[src/rtl/sonata_pkg.sv]
// Shared types and board-level constants for the sonata SPI board arbiter.
package sonata_pkg;

  // Board SPI arbiter FSM states.
  typedef enum logic [1:0] {
    ARB_IDLE  = 2'd0,
    ARB_OWNED = 2'd1,
    ARB_GAP   = 2'd2
  } spi_arb_state_e;

  // Requester index == board chip-select index.
  localparam int unsigned SpiBoardFlash   = 0;
  localparam int unsigned SpiBoardMicroSd = 1;

endpackage

[src/rtl/spi_board_rr_pick.sv]
// Round-robin picker: first set request at or after ptr_i, searching cyclically.
module spi_board_rr_pick #(
  parameter int unsigned NumReq = 2,
  parameter int unsigned IdxW   = 1
) (
  input  logic [NumReq-1:0] req_i,
  input  logic [IdxW-1:0]   ptr_i,
  output logic [NumReq-1:0] onehot_o,
  output logic [IdxW-1:0]   idx_o,
  output logic              valid_o
);

  // Walk requesters starting at the pointer; the first hit wins.
  always_comb begin
    int unsigned w_j;
    logic        w_found;
    onehot_o = '0;
    idx_o    = '0;
    w_found  = 1'b0;
    w_j      = 0;
    for (int unsigned k = 0; k < NumReq; k++) begin
      w_j = 32'(ptr_i) + k;
      if (w_j >= NumReq) w_j = w_j - NumReq;
      if (!w_found && req_i[IdxW'(w_j)]) begin
        w_found                 = 1'b1;
        idx_o                   = IdxW'(w_j);
        onehot_o[IdxW'(w_j)]    = 1'b1;
      end
    end
    valid_o = w_found;
  end

endmodule

[src/rtl/spi_board_arbiter.sv]
// Shares the board SPI bus between NumReq host controllers, one CS-framed
// transaction per grant, round-robin, with an idle gap and optional watchdog.
module spi_board_arbiter
  import sonata_pkg::*;
#(
  parameter int unsigned NumReq        = 2,
  parameter int unsigned GapCycles     = 4,
  parameter int unsigned MaxHoldCycles = 0
) (
  input  logic              clk_sys_i,
  input  logic              rst_sys_i,
  input  logic [NumReq-1:0] req_i,
  output logic [NumReq-1:0] gnt_o,
  input  logic [NumReq-1:0] copi_i,
  input  logic [NumReq-1:0] sclk_i,
  input  logic [NumReq-1:0] cs_ni,
  output logic [NumReq-1:0] cipo_o,
  output logic              spi_copi_o,
  output logic              spi_sclk_o,
  input  logic              spi_cipo_i,
  output logic [NumReq-1:0] spi_cs_no,
  output logic              busy_o,
  output logic              timeout_o
);

  localparam int unsigned IdxW  = (NumReq > 1) ? $clog2(NumReq) : 1;
  localparam int unsigned HoldW = (MaxHoldCycles > 0) ? $clog2(MaxHoldCycles + 1) : 1;
  localparam int unsigned GapW  = $clog2(GapCycles + 1);

  localparam logic [HoldW-1:0] HoldMax  = HoldW'(MaxHoldCycles);
  localparam logic [HoldW-1:0] HoldLast = HoldW'((MaxHoldCycles == 0) ? 0 : MaxHoldCycles - 1);
  localparam logic [GapW-1:0]  GapMax   = GapW'(GapCycles);
  localparam logic [GapW-1:0]  GapLast  = GapW'(GapCycles - 1);
  localparam logic [IdxW-1:0]  IdxLast  = IdxW'(NumReq - 1);

  spi_arb_state_e    r_state;
  spi_arb_state_e    w_state_nxt;
  logic [IdxW-1:0]   r_owner;
  logic [IdxW-1:0]   r_ptr;
  logic [HoldW-1:0]  r_hold_cnt;
  logic [GapW-1:0]   r_gap_cnt;
  logic [NumReq-1:0] r_gnt;
  logic              r_timeout;

  logic [NumReq-1:0] w_pick_onehot;
  logic [IdxW-1:0]   w_pick_idx;
  logic              w_pick_valid;
  logic              w_release;
  logic              w_wd_fire;

  spi_board_rr_pick #(
    .NumReq (NumReq),
    .IdxW   (IdxW)
  ) u_rr_pick (
    .req_i    (req_i),
    .ptr_i    (r_ptr),
    .onehot_o (w_pick_onehot),
    .idx_o    (w_pick_idx),
    .valid_o  (w_pick_valid)
  );

  // Owner is done only once it has stopped requesting and its CS_N is high.
  assign w_release = !req_i[r_owner] && cs_ni[r_owner];
  assign w_wd_fire = (MaxHoldCycles != 0) && (r_state == ARB_OWNED) &&
                     !w_release && (r_hold_cnt == HoldLast);

  // State register.
  always_ff @(posedge clk_sys_i or posedge rst_sys_i) begin
    if (rst_sys_i) r_state <= ARB_IDLE;
    else           r_state <= w_state_nxt;
  end

  // Next-state logic.
  always_comb begin
    w_state_nxt = r_state;
    unique case (r_state)
      ARB_IDLE:  if (w_pick_valid)            w_state_nxt = ARB_OWNED;
      ARB_OWNED: if (w_release || w_wd_fire)  w_state_nxt = ARB_GAP;
      ARB_GAP:   if (r_gap_cnt == GapLast)    w_state_nxt = ARB_IDLE;
      default:                                w_state_nxt = ARB_IDLE;
    endcase
  end

  // Pin mux: only the registered owner reaches the board, and only while OWNED.
  always_comb begin
    spi_copi_o = 1'b1;
    spi_sclk_o = 1'b0;
    spi_cs_no  = '1;
    cipo_o     = '1;
    if (r_state == ARB_OWNED) begin
      spi_copi_o         = copi_i[r_owner];
      spi_sclk_o         = sclk_i[r_owner];
      spi_cs_no[r_owner] = cs_ni[r_owner];
      cipo_o[r_owner]    = spi_cipo_i;
    end
  end

  // Hold/gap counters: held at zero outside their state, saturating inside it.
  always_ff @(posedge clk_sys_i or posedge rst_sys_i) begin
    if (rst_sys_i) begin
      r_hold_cnt <= '0;
      r_gap_cnt  <= '0;
    end else begin
      if (r_state != ARB_OWNED)    r_hold_cnt <= '0;
      else if (r_hold_cnt != HoldMax) r_hold_cnt <= r_hold_cnt + HoldW'(1);
      if (r_state != ARB_GAP)      r_gap_cnt <= '0;
      else if (r_gap_cnt != GapMax)   r_gap_cnt <= r_gap_cnt + GapW'(1);
    end
  end

  // Owner latch, grant, round-robin pointer and watchdog pulse.
  always_ff @(posedge clk_sys_i or posedge rst_sys_i) begin
    if (rst_sys_i) begin
      r_owner   <= '0;
      r_ptr     <= '0;
      r_gnt     <= '0;
      r_timeout <= 1'b0;
    end else begin
      r_timeout <= w_wd_fire;
      if (r_state == ARB_IDLE && w_pick_valid) begin
        r_owner <= w_pick_idx;
        r_gnt   <= w_pick_onehot;
      end else if (r_state == ARB_OWNED && w_state_nxt == ARB_GAP) begin
        r_gnt <= '0;
        r_ptr <= (r_owner == IdxLast) ? '0 : r_owner + IdxW'(1);
      end
    end
  end

  assign gnt_o     = r_gnt;
  assign timeout_o = r_timeout;
  assign busy_o    = (r_state != ARB_IDLE);

endmodule

[config.mk]
export PLATFORM = sky130hd
export DESIGN_NAME = spi_board_arbiter
export DESIGN_NICKNAME = d
export VERILOG_FILES = /design/src/rtl/sonata_pkg.sv /design/src/rtl/spi_board_rr_pick.sv /design/src/rtl/spi_board_arbiter.sv
export SDC_FILE = /design/constraint.sdc
export NUM_CORES = 1
export LEC_CHECK = 0
export ABC_AREA = 1
export CELL_PAD_IN_SITES_DETAIL_PLACEMENT = 0
export CELL_PAD_IN_SITES_GLOBAL_PLACEMENT = 1
export CORE_UTILIZATION = 25
export CTS_BUF_LIST = sky130_fd_sc_hd__clkbuf_8
export DETAILED_ROUTE_END_ITERATION = 6
export PLACE_DENSITY_LB_ADDON = 0.12
export SETUP_SLACK_MARGIN = 0.2
export SLEW_MARGIN = 5
export SYNTH_ARGS = -nofsm -noshare
export SYNTH_HDL_FRONTEND = slang
export SYNTH_SLANG_ARGS = --single-unit
[constraint.sdc]
create_clock -name clk_sys_i -period 1.6 [get_ports clk_sys_i]
set_input_delay 0.32 -clock clk_sys_i [delete_from_list [all_inputs] [get_ports clk_sys_i]]
set_output_delay 0.32 -clock clk_sys_i [all_outputs]
set_load 0.05 [all_outputs]
# After elaboration in Yosys (flattened, before gate mapping)
# Cells that the tools add are included.
[totals]
regBits = 9
inputBits = 11
out_inout_bits = 10
word_cells = 82
[classes]
n_addsub = 5
magnitude_cmp = 8
eq_ne = 6
muxes = 39
bitwise_logic = 5
reduce_logical = 14
[op_table]
columns = ["op", "n"]
rows = [
  ["$mux 1", 24],
  ["$mux 2", 9],
  ["$logic_and 1x1->1", 7],
  ["$lt 1x2->1 const B", 3],
  ["$mux 3", 2],
  ["$or 2x2->2", 3],
  ["$pmux 2 s3", 1],
  ["$reduce_bool 2->1", 3],
  ["$eq 2x2->1 const B", 2],
  ["$add 3x1->3 const B", 1],
  ["$demux 1 s1", 3],
  ["$eq 3x2->1 const B", 1],
  ["$ge 1x1->1 const B", 3],
  ["$ne 3x3->1 const B", 1],
  ["$add 1x1->2 const B", 1],
  ["$eq 2x1->1 const B", 1],
  ["$ge 1x2->1 const B", 1],
  ["$ge 2x2->1 const B", 1],
  ["$logic_not 1->1", 2],
  ["$logic_not 2->1", 1],
  ["$ne 2x2->1 const B", 1],
  ["$not 2->2", 1],
  ["$reduce_and 2->1", 1],
  ["$sub 1x1->1 const B", 2],
  ["2 further kinds", 2],
]

# Longest topological paths before layout
[depth]
word_depth = 14
depth_mapped = 7
ltp_nobuf = 6

# Hierarchy
# From an unflattened synthesis, not the netlist that was laid out.
[hier_totals]
hier_cells = 77
area_unflattened_um2 = 568.0
[modules_own_cells]
columns = ["module", "instances", "cells_per_inst", "area_each_um2", "seq_area_each_um2"]
rows = [
  ["spi_board_arbiter", 1, 70, 538.0, 225.2],
  ["spi_board_rr_pick", 1, 7, 30.0, 0.0],
]

# Least setup slack after synthesis
# OpenSTA, ideal clock, no wires.
[synth_timing]
kind = "register to output"
from = "reg r_state[1]"
to = "out spi_sclk_o"
arrival_ps = 1332
required_ps = 1280
path_slack_ps = -52
stages_incl_launch_ff = 4
n_path_buf = 0
cell_sequence = "dfrtp_1 -> nor2_4 -> o21ai_1 -> nor2_1"
[synth_between]
elab_chain_len = 2
[synth_lines]
columns = ["item", "line", "source"]
rows = [
  ["start, declared", "spi_board_arbiter.sv:36", "spi_arb_state_e r_state;"],
  ["start signal, assigned", "spi_board_arbiter.sv:70", "else r_state <= w_state_nxt;"],
  ["$eq 2x1->1", "spi_board_arbiter.sv:90", "if (r_state == ARB_OWNED) begin"],
  ["$mux 1", "spi_board_arbiter.sv:90", ""],
  ["end, declared", "spi_board_arbiter.sv:19", "output logic spi_sclk_o,"],
]
# Every way passes these cells.

# Worst setup path in the final report
[layout_timing]
from = "reg r_state[0]"
to = "out spi_sclk_o"
# Same word-level chain as after synthesis.

==> flow_summary.ini <==
[die]
initial_core_util_pct = 26.3
io_pins = 21
row_count = 17
core_um2 = 2190
die_w_um = 50.0
fp.dieArea_um2 = 2500
die_height_um = 50.0

[place]
numPortBuffers = 19
dpl.cell_count = 117
gp_congestion = 0.688
post-dp-hpwl_um = 979

[clock_network]
ctsHoldBuffers = 0
ctsLongestPathBuffers = 2
cts_buffers = 3
clock_latency_ns = 0.23
cts_tree = built
cts-root-buf = clkbuf_8
htree_levels = 1
cts.sinks = 9
clk_pin_slew_ns = 0.04

[logic_synthesis]
ys_types = 19
synth-xor-area-share_pct = 0
synth_compound_area_share_pct = 8.91
synth-edff-count = 0
ys_seq_area_share_pct = 39.1
synthCells = 72
yosysMostFrequentCell = nand2_1
synthAdderAreaFrac_pct = 6.52
ys_ff_latch = 9
synth.area.top_cells = dfrtp_1, nand2_1, ha_1, nand3_1, inv_1
synth_top_area_share_pct = 39.1
synthTopCellsByCount = nand2_1, dfrtp_1, inv_1, nand3_1, nor2_1
yosysWarnings = 0
synth_ff_type = dfrtp_1
synthSimpleGateAreaFrac_pct = 33.3
synth_area_per_cell_um2 = 7.99
yosys-mux-area-fraction_pct = 0
postSynth.asyncResetShare_pct = 100
syn_nets = 86
netlist_area_um2 = 576
synth_top_family_by_area = simple AND/OR/NAND/NOR gates
synth_top_cell_by_area = dfrtp_1

[routing]
route.vias.total = 511
post_drt_wl_per_cell_um = 9.72
drc = 0
vias_per_cell = 4.09
drtAntennaViolNets = 0
drt-total-wl_mm = 1.22
drt-initial-drc-count = 2
dr.pass1.iters = 4

[grt]
grt_usage_pct = 10.4
grt_pass1_wl_mm = 2.01
globalRouteOverflowTotal = 0
grt_max_degree = 10
antenna_found_initial = 0
grt_pass1_vias = 479

[timing]
period_needed_ns = 1.49
rsz0062_at_grt = yes
fin_crit_sh_pct = 93.4
setup_viol = 0
fmax_mhz = 669
fin_skew_ns = 0.00301
fin_setup_tns_ns = 0
hold_viol = 0
slew_violations = 0

[run]
max_cap_violations = 0

[setup_path]
r2r_cells = 7
worst_path_largest_cell_delay_ns = 0.35
path_class = reg -> out
start_kind = register
r2r_end = r_ptr$_DFFE_PP0P_
arrival_ns = 1.17
startpoint = r_state[0]$_DFF_PP0_
rrSetupSlack_ns = 0.40
cp_max_fo = 7
worstPathRequired_ns = 1.28
cpMostUsedCell = nor2_4
cp_cell_sequence = inv_2, nor2_4, o21ai_2, nor2_4, buf_12
cp_slowest_cell = dfrtp_1
rr_startpoint = r_owner$_DFFE_PP0P_
cp-end-kind = output port

[cells_and_area]
antenna_cells = 0
finalNonFillerCells = 125
drive_gt1_share_pct = 37.1
areaGrowthSynthToFinish_pct = 63.3
layout.nets = 112
fillers = 234
fin_util_pct = 42.9

[power_and_ir_drop]
power.density_nw_per_um2 = 2110
ir_drop_mv = 0.885
p_leak_uw = 0.000447
finalPower_uw = 1980

[outcome]
status = finished clean

[hold_path]
min_path_type = in -> async
## final cells by class
class	count	area, um2	area share (%)
inverters	12	47.5	5.06
clock inverters	1	3.75	0.399
clock buffers	3	41.3	4.39
multi-input cells	49	300	32.0
well taps	28	35.0	3.73
repair buffers	23	285	30.4
flip-flops and latches	9	226	24.1
## report_power, final
part | switching [uW] | internal [uW] | leakage, uW
Combinational | 778 | 559 | 0.000306
Sequential | 78.5 | 316 | 0.000115
Clock | 80.6 | 166 | 0.0000269
Total | 937 | 1040 | 0.000447
## critical path, delay by kind of cell, from the launching register on
family / cells / cell delay (ns)
buffers and inverters: 2 / 0.20
and+or+nand+nor: 2 / 0.30
DFF: 1 / 0.35
AOI/OAI and AO/OA: 1 / 0.10
## kinds of logic after synthesis
kind of cell               Yosys count
DFF                                  9
other                                1
AOI/OAI and AO/OA                    8
buffers and inverters               14
adders and majority gates            3
and+or+nand+nor                     37
## worst max path at each step
stage                           endpoint  slack [ns]  cells after the start
detailed placement  gnt_o[1]$_DFFE_PP0P_        0.14                      6
finish                        spi_sclk_o        0.11                      5
global route                  spi_sclk_o        0.04                      5
CTS                           spi_sclk_o        0.09                      5
global placement    gnt_o[1]$_DFFE_PP0P_        0.16                      6
floorplan           gnt_o[0]$_DFFE_PP0P_        0.26                      6
## metrics by stage
stage	hold slack, ns	setup WS [ns]	cell area [um2]
final	0.350	0.105	940
after global routing	0.397	0.0390	940
after CTS	0.363	0.0936	932
after detailed placement	0.471	0.143	855
after global placement	0.466	0.155	855
after floorplan	0.148	0.256	583
## registers in the layout, indices dropped and copies added, names as in the netlist
name	cells
gnt_o	2
r_state	2
r_ptr	1
r_owner	1
r_gap_cnt	3
## routing by layer
metal / part of all wire (%) / GRT usage [%] / vias up
met5: 0 / 0 / -
met4: 0 / 2.86 / 0
met3: 4.0 / 2.47 / 0
met2: 47 / 16.2 / 13
met1: 48 / 14.1 / 226
li1: - / - / 272
## repair_timing
item	CTS	global route
resized for setup	3	0
endpoints found under the setup margin	6	6
pin swaps	1	1
setup buffers	3	1
## placed cells by master, fill, tap and decap left out
cell type,count
dfrtp_2,1
nor2_1,4
inv_4,1
o21ai_2,2
ha_1,3
nand3_1,6
nand3_4,1
clkdlybuf4s50_1,10
nor2_2,3
inv_2,4
o31ai_2,1
nand2_2,3
inv_1,8
clkbuf_8,3
o21ai_1,3
nor2_4,3
a21oi_1,2
nand2_1,16
nand3_2,1
buf_4,6
dfrtp_1,8
conb_1,1
buf_12,7
Note: power is estimated with default switching activity, not from simulation.
==> edit, RTL diff (same settings) <==
`GapCycles`: 4 -> 8.
--- a/src/rtl/spi_board_arbiter.sv
+++ b/src/rtl/spi_board_arbiter.sv
@@ -4,7 +4,7 @@
   import sonata_pkg::*;
 #(
   parameter int unsigned NumReq        = 2,
-  parameter int unsigned GapCycles     = 4,
+  parameter int unsigned GapCycles     = 8,
   parameter int unsigned MaxHoldCycles = 0
 ) (
   input  logic              clk_sys_i,
Check against the original RTL: not equivalent (a bounded check fails within 10 cycles, from zero or initial values and one cycle with rst_sys_i high).
==> edit against the original RTL <==
- area after synthesis rose by 4.1%
- maximum frequency fell by 0.65%
- worst setup slack got worse by 9.8 ps
- sequential cell count rose by 1
- critical endpoint unchanged
- final area rose by 4.0%
- critical path depth did not move
- routed wire length rose by 7.8%
- sequential share of layout area rose by 1.6 points
- total power fell by 5.5%
- first-iteration DRC count fell by 100%
- highest routed layer is now met4
==> edit: results (changes against the original RTL) <==
status finished, final reports clean; Worst-path clk slew around 50 ps; max FFs per register 4 (+1); vias per inst 4.18 (+2.3%); most flop-heavy register r_gap_cnt; HP Class in2async; top post-synthesis cells by count 18 x nand2_1, 10 x dfrtp_1, 10 x inv_1, 9 x nand3_1, 7 x nor2_1; clock buffer depth 2 (unchanged); CTS buffer count 3 (unchanged); TritonRoute pass-1 iters 1 (-3); CTS root buffer clkbuf_8; Routed WL 1310 µm (+7.8%); # port buffers 19 (unchanged); final-stage net count 119 (+6.3%); vias in the first global route 565 (+18%); GPL Wtd Cong 0.693 (+0.74%); LEAKAGE 0.467 nW (+4.5%); CP max stage cell dfrtp_1; HPWL after detailed placement 1030 µm (+5.6%); Cell variety after synth 20 (+1); final antenna-violating net count 0 (unchanged); Post-DP Area 881 µm² (+3.1%); crit-path max cell delay 370 ps (+20 ps); worst reg2reg endpoint gnt_o[0]; CTS H-tree depth 1 (unchanged); Post-synth ARST share 100% (unchanged); R2R cell count 7 (unchanged); Warnings, synthesis 0 (unchanged); Final Skew 1.81 ps (-1.20 ps); share of cells above drive strength 1 28.6% (-8.5 points); r2r setup slk 360 ps (-40 ps); Synth Net Count 92 (+7.0%); Arr. time, crit path ~1200 ps; Worst Hold Slack 360 ps (+10.4 ps); Crit Path Max Fanout 6 (-1); largest net degree at the start of global routing 11 (+1); Place WS 66.5 ps (-76.3 ps); initial antenna violation count 0 (unchanged); top_reg_cell synth dfrtp_1; Clock Latency Late Sink 230 ps (about the same); register area share after synthesis 41.8% (+2.6 points); # diodes 0 (unchanged); Total GRT Usage 12.5% (+2.0 points); largest cells by area after synthesis dfrtp_1 42%, nand2_1 11%, nand3_1 7.5%; initial DRC count 0 (-2); P_int 1.02 mW (-1.8%); Crit Reg-Reg Startpoint r_owner; first-pass GRT wire length 2380 µm (+19%); Peak VDD IR 0.000884 V (-0.13%)
-- edit: cell count changes after synthesis, moves of 2 or more --
cell,unedited run,this run
inv_1,7,10
nand2_1,16,18
nand2_2,3,0
nand3_1,7,9
nor2_1,5,7
nor2_2,3,1
o21ai_0,0,6
o21ai_1,4,1
-- edit: through the flow --
stage,cells,util [%]
floorplan,79,-
global placement,126,39.4
detailed placement,126,39.4
CTS,133,43.6
global route,133,43.8
finish,133,43.8
-- edit: cell type report --
type                       count  area, µm²
inverter                      13       51.3
multi-input combinational     54        300
tap                           28       35.0
clock buffer                   4       55.1
fill                         242       1260
sequential                    10        251
timing repair buffer          24        284
-- edit: per-layer routing --
metal  track usage, %  wire [µm]  part of all wire (%)
met1             15.5        664                    51
met2             19.7        576                    44
met3             4.46         56                   4.3
met4             4.17         13                  0.99
met5                0          0                     0
-- edit: worst max-delay path by stage --
stage | start | to | slack (ps)
2_1_floorplan | r_state[0] | spi_sclk_o | 240
3_3_place_gp | sclk_i[0] | spi_sclk_o | 80
3_5_place_dp | sclk_i[0] | spi_sclk_o | 70
4_1_cts | r_state[0] | spi_sclk_o | 80
5_1_grt | r_state[0] | spi_sclk_o | 9
6_report | r_state[0] | spi_sclk_o | 100
-- edit: worst max-delay path: cells and delay by family, from the launching register on --
family	cells	cell delay, ps
DFF	1	370
buffers and inverters	2	190
and+or+nand+nor	2	300
AOI/OAI and AO/OA	1	100
-- edit: cells by family (layout without fill, tap and decap cells) --
logic type | after synthesis | in the layout | share of synthesized area [%]
flops | 10 | 10 | 41.8
other cells | 1 | 1 | 0.626
buf+inv | 15 | 41 | 11.3
simple gates | 40 | 40 | 31.9
compound gates | 11 | 11 | 10.2
fa+ha+maj | 2 | 2 | 4.17
-- edit: repair_timing --
action | in CTS | in global routing
pin swaps | 1 | 0
resized for setup | 6 | 1
setup endpoints to repair | 7 | 7
setup buffers | 3 | 0
-- edit: power groups by stage --
stage	clock network, mW	logic (mW)	registers, mW
global route	0.335	1.25	0.427
floorplan	0	0.605	0.466
detailed placement	0	1.05	0.426
global placement	0	1.04	0.425
CTS	0.314	1.16	0.412
finish	0.305	1.15	0.414
